**config.mk**
```make
export PLATFORM = sky130hd
export DESIGN_NAME = presc_multi
export DESIGN_NICKNAME = d
export VERILOG_FILES = /design/src/rtl/presc_multi.sv
export SDC_FILE = /design/constraint.sdc
export NUM_CORES = 1
export LEC_CHECK = 0
export CAP_MARGIN = 10
export CELL_PAD_IN_SITES_DETAIL_PLACEMENT = 0
export CELL_PAD_IN_SITES_GLOBAL_PLACEMENT = 2
export CORE_MARGIN = 1.5
export CORE_UTILIZATION = 26
export CTS_BUF_LIST = sky130_fd_sc_hd__clkbuf_16
export DETAILED_ROUTE_END_ITERATION = 10
export PLACE_DENSITY = 0.77
export REMOVE_ABC_BUFFERS = 1
export SLEW_MARGIN = 20
export SYNTH_ARGS = -nofsm -noshare
export SYNTH_HDL_FRONTEND = slang
export SYNTH_SLANG_ARGS = --single-unit
```
**constraint.sdc**
```tcl
create_clock -name clk -period 1.5 [get_ports clk]
set_input_delay 0.45 -clock clk [delete_from_list [all_inputs] [get_ports clk]]
set_output_delay 0.45 -clock clk [all_outputs]
set_load 0.05 [all_outputs]
```
**src/rtl/presc_multi.sv**
```systemverilog
// presc_multi: parametrised multi-channel prescaler.
// Each of CH channels counts enabled ticks from 0 up to a latched terminal
// value D. It emits a one-cycle strobe on wrap, so the period is D+1 ticks.
// A channel runs either continuously (mode=0) or as a one-shot (mode=1,
// armed by start).
//
// Optional feature: define PRESC_CASCADE_EN to chain the channels. Channel i
// (i>=1) then ticks only on channel i-1's strobe.
//
// Ports:
//   clk    - system clock, posedge
//   rst    - synchronous active-low reset
//   en     - global tick enable; 0 pauses every channel
//   div_i  - per-channel terminal value, slice [i*WIDTH +: WIDTH]
//   mode   - per-channel: 0 continuous, 1 one-shot
//   start  - per-channel one-shot trigger
//   Qount  - per-channel current count (registered)
//   strb   - per-channel terminal strobe (registered)
//   busy   - per-channel RUN indicator (registered)
module presc_multi #(
   parameter int unsigned WIDTH = 4,
   parameter int unsigned CH    = 2
) (
   input  logic                  clk,
   input  logic                  rst,
   input  logic                  en,
   input  logic [CH*WIDTH-1:0]   div_i,
   input  logic [CH-1:0]         mode,
   input  logic [CH-1:0]         start,
   output logic [CH*WIDTH-1:0]   Qount,
   output logic [CH-1:0]         strb,
   output logic [CH-1:0]         busy
);

   typedef enum logic {
      S_IDLE = 1'b0,
      S_RUN  = 1'b1
   } state_e;

   for (genvar i = 0; i < CH; i++) begin : g_ch
      logic [WIDTH-1:0] cnt_q, cnt_d;
      logic [WIDTH-1:0] div_q, div_d;
      state_e           state_q, state_d;
      logic             strb_q, strb_d;
      logic             busy_q, busy_d;
      logic             casc_c;
      logic             tick_c;

      // Cascade gate: the downstream channel advances only on the upstream strobe
`ifdef PRESC_CASCADE_EN
      if (i > 0) begin : g_casc
         assign casc_c = strb[i-1];
      end else begin : g_head
         assign casc_c = 1'b1;
      end
`else
      assign casc_c = 1'b1;
`endif

      assign tick_c = en & (state_q == S_RUN) & casc_c;

      // Next-state: entry edge does not count; D is reloaded only on wrap
      always_comb begin
         cnt_d   = cnt_q;
         div_d   = div_q;
         state_d = state_q;
         strb_d  = 1'b0;
         if (state_q == S_IDLE) begin
            if (en && (!mode[i] || start[i])) begin
               state_d = S_RUN;
            end
         end else if (tick_c) begin
            if (cnt_q == div_q) begin
               cnt_d  = '0;
               strb_d = 1'b1;
               div_d  = div_i[i*WIDTH +: WIDTH];
               if (mode[i]) begin
                  state_d = S_IDLE;
               end
            end else begin
               cnt_d = cnt_q + WIDTH'(1);
            end
         end
         busy_d = (state_d == S_RUN);
      end

      // State registers; reset also samples the divide value
      always_ff @(posedge clk) begin
         if (!rst) begin
            cnt_q   <= '0;
            div_q   <= div_i[i*WIDTH +: WIDTH];
            state_q <= S_IDLE;
            strb_q  <= 1'b0;
            busy_q  <= 1'b0;
         end else begin
            cnt_q   <= cnt_d;
            div_q   <= div_d;
            state_q <= state_d;
            strb_q  <= strb_d;
            busy_q  <= busy_d;
         end
      end

      assign Qount[i*WIDTH +: WIDTH] = cnt_q;
      assign strb[i]                 = strb_q;
      assign busy[i]                 = busy_q;
   end

endmodule

```
# Word level (Yosys, flattened, before mapping)
# Index checks and enable logic that the tools add are counted.
[totals]
ff_bits = 20
out_inout_bits = 12
word_cells = 54
[classes]
n_reduce_logical = 12
muxes = 22
n_addsub = 2
n_bitwise = 2
n_eq_ne = 8
[ops]
columns = ["op", "n"]
rows = [
  ["two-way mux 4 bit", 10],
  ["two-way mux 1 bit", 12],
  ["!= test 2 x 1 -> 1 bit, second input constant", 6],
  ["AND reduction 3 bit", 4],
  ["adder 4 x 1 -> 4 bit, second input constant", 2],
  ["equality test 4 bit", 2],
  ["AND reduction 2 bit", 2],
  ["AND 1 bit", 2],
  ["logical AND 1 bit", 2],
  ["logical NOT 1 bit", 2],
  ["logical OR 1 bit", 2],
]

# Longest topological paths before layout
[logic_depth]
ltp_word = 5
mapped_depth = 4
ltp_nobuf = 4

# Least setup slack after synthesis
# Ideal clock, no wire load.
[synth_timing]
path_kind = "register to register"
start = "register g_ch[0].cnt_q[0]"
end = "register g_ch[0].div_q[0], enable pin"
path_buffers = 0
setup_slack_ns = -0.270
stages_incl_launch_ff = 4
t_arrival_ns = 1.435
path_cell_list = "dfxtp_1 -> xnor2_1 -> nand4_2 -> o21ai_1"
[synth_between]
elab_chain_cells = 3
[synth_lines]
columns = ["element", "line_no", "text"]
rows = [
  ["start, declared", "41", "logic [WIDTH-1:0] cnt_q, cnt_d;"],
  ["start signal, assigned", "96", "cnt_q <= cnt_d;"],
  ["equality test 4 bit", "73", "if (cnt_q == div_q) begin"],
  ["!= test 2 x 1 -> 1 bit (no line)", "n/a", ""],
  ["AND reduction 3 bit (no line)", "n/a", ""],
  ["end signal, assigned", "91", "div_q <= div_i[i*WIDTH +: WIDTH];"],
  ["end signal, assigned", "97", "div_q <= div_d;"],
  ["end, declared", "42", "logic [WIDTH-1:0] div_q, div_d;"],
]
# Every way passes these cells.
# A chain may end at the register's enable or synchronous reset.

# Worst setup path after layout
[layout_timing]
start = "register g_ch[1].div_q[0]"
end = "register g_ch[1].div_q[0], enable pin"
[layout_between]
elab_chain_cells = 3
[layout_lines]
columns = ["element", "line_no"]
rows = [
  ["start, declared", "42"],
  ["start signal, assigned", "91"],
  ["start signal, assigned", "97"],
  ["equality test 4 bit", "73"],
  ["!= test 2 x 1 -> 1 bit (no line)", "n/a"],
  ["AND reduction 3 bit (no line)", "n/a"],
]
# Every way passes these cells.

==> metrics.txt <==
Worst Max-Slew Pin Slew=0.216 ns; sequential share of the synthesized area=51.0%; Die Y=63.2 µm; layout net count=149; Tmin final=1.43 ns; worst vdd rail ir drop=568 µV; Port Buffers=26; Tcrit/Tclk final=95.4%; row cnt=21; die area=3990 µm²; GRT overflow=0; largest net degree at the start of global routing=11; area taken by multi-input logic gates=439 µm²; Post-synth EDFFs=8; worst hold path class=flip-flop to flip-flop; Root Driver=clkbuf_16; WL final=2100 µm; placed cell areas=1510 µm²; prevailing post-synth register cell=dfxtp_1; Core ar.=3420 µm²; total chip power=1.41 mW; initial antenna violation count=0; crit start category=flip-flop; final hold vios=0; final clock skew=0.000902 ns; Post-DRT Antenna Nets=0; Cell variety after synth=32; count of pins over their slew limit=0; Worst R2R Start=g_ch[1].div_q[0]; 1st-iter DRT viols=32; Cells after Synth=84; Hold Startpoint=g_ch[0].busy_q; DP HPWL=1700 µm; Ports=27; worst-case reg-to-reg path depth=4; vias in the first global route=835; Tot GR Track Use=11.5%; Synth Cell Area=942 µm²; WHS Endpoint=g_ch[0].cnt_q[1]; Setup-failing EPs final=0; RePlAce Congestion=0.772; Design Area, Final=1610 µm²; synth-to-layout area growth=70.8%; relative slew slack=85.5%; global-route wire length before repair=3700 µm; FMAX=0.699 GHz; fraction of layout cells with a size suffix above 1=39.2%; total clock sinks=20; first drt pass iteration count=4; commonest non-fill, non-tap cell in the layout=buf_4; Post-Place Worst Slack=-0.361 ns; CTS H-tree depth=1; Worst Path Max Fanout=6; clock-pin slew on the worst setup and hold paths=0.05 ns; register bit total from synthesis=20; DR vias=777; Ant. Diodes=0; RSZ-0062 raised after global routing=false; drt wl/cell=11.9 µm; setup slack after layout=0.0687 ns; final hold slack=0.580 ns; CTS tree=built; FF+latch area=480 µm²; Crit. End Element=flip-flop; Initial Util=27.6%; flop2flop setup slack=0.07 ns; Req. time, crit path=1.46 ns; Max Cap Viol=0; Die W=63.2 µm; commonest non-fill, non-tap cells in the layout=buf_4 (20), clkdlybuf4s50_1 (13), buf_12 (13); Fillers=316; synth warn=0; syn avg cell area=11.2 µm²; Worst-Skew Late Latency=0.25 ns; Max clock buf depth=2; CTS buffer count=3; Via-to-Cell Ratio=4.41; P per Cell Area=873 nW/µm²; Setup Crit Path Kind=flip-flop to flip-flop; outcome=finished, final reports clean; Worst R2R End=g_ch[1].div_q[0]; cell depth of the worst hold path=2; asr flop ratio synth=0%; crit path DAT=1.39 ns; residual DRC count=0; Leak Pwr=0.605 nW
[worst max-delay path, cell delays in order, from the launching register on]
cell and delay [ns]:
edfxtp_1 0.39, xnor2_1 0.21, nand3_2 0.15, o31ai_4 0.22
buf_4 0.18
[registers in the layout, summed over array words and instances, names as in the netlist]
name,cells
g_ch.div_q,8
g_ch.cnt_q,8
g_ch.strb_q,2
g_ch.busy_q,2
[area by class of cell]
| cell class | count | area share (%) |
|---|---|---|
| Tap cell | 46 | 3.58 |
| Sequential cell | 20 | 29.9 |
| Clock buffer | 3 | 4.67 |
| Timing Repair Buffer | 47 | 34.1 |
| Multi-Input combinational cell | 58 | 27.3 |
| Inverter | 2 | 0.467 |
[synth_stat cells, types with 2 or more instances]
library cell / instances / area (µm²)
nand3_1: 3 / 15.0
nand4_1: 2 / 12.5
ha_1: 2 / 25.0
a211oi_2: 2 / 25.0
xnor2_1: 7 / 61.3
edfxtp_1: 8 / 240
nor2_1: 4 / 15.0
nor3_1: 3 / 15.0
nand2b_1: 2 / 12.5
dfxtp_1: 12 / 240
nand2_1: 8 / 30.0
xor2_1: 2 / 17.5
a21oi_1: 5 / 25.0
buf_4: 4 / 30.0
o21ai_1: 3 / 15.0
[cell families (layout without fill, tap and decap cells)]
kind of cell | count (synthesis) | in the layout | share of synthesized area (%)
AO/OA/AOI/OAI | 16 | 16 | 13.8
XOR/XNOR | 11 | 11 | 11.8
adder cells (fa/ha/maj) | 2 | 2 | 2.66
buffers and inverters | 6 | 52 | 3.98
flip-flops | 20 | 20 | 51.0
AND/OR/NAND/NOR | 29 | 29 | 16.7
[layer usage]
layer  up-vias  track usage (%)  share of wire (%)
li1        395                -                  -
met1       365             13.2                 40
met2        17             21.3                 56
met3         0             3.21                4.0
met4         0             2.17                  0
met5         -                0                  0
[metrics by stage]
stage / cells / util, % / TNS, ns
after floorplan: 80 / - / -2.03
after global placement: 172 / 44.3 / -4.52
after detailed placement: 172 / 44.3 / -5.21
after CTS: 176 / 46.7 / 0
after global routing: 176 / 47.1 / 0
final: 176 / 47.1 / 0
[worst max path at each step]
stage | from | cells past startpoint | end | slack, ns
2_1_floorplan | g_ch[0].cnt_q[0] | 3 | g_ch[0].div_q[0] | -0.27
3_3_place_gp | en | 5 | g_ch[0].div_q[0] | -0.32
3_5_place_dp | en | 3 | g_ch[1].div_q[0] | -0.36
4_1_cts | g_ch[0].div_q[3] | 4 | g_ch[0].div_q[3] | 0.002
5_1_grt | g_ch[1].div_q[0] | 4 | g_ch[1].div_q[2] | 0.007
6_report | g_ch[1].div_q[0] | 4 | g_ch[1].div_q[0] | 0.07
[where the power goes]
group	total, mW	internal (mW)	switching (mW)
combinational	0.259	0.140	0.119
clock	0.533	0.351	0.182
sequential	0.613	0.591	0.0219
total	1.41	1.08	0.324
[repair_timing]
item,in CTS,in global routing
endpoints found under the setup margin,12,4
pin swaps,1,0
setup buffers,1,0
hold buffers,0,0
gates resized for setup,1,2
hold endpoints to repair,0,0
No activity file was read; power rests on OpenSTA's default activity.
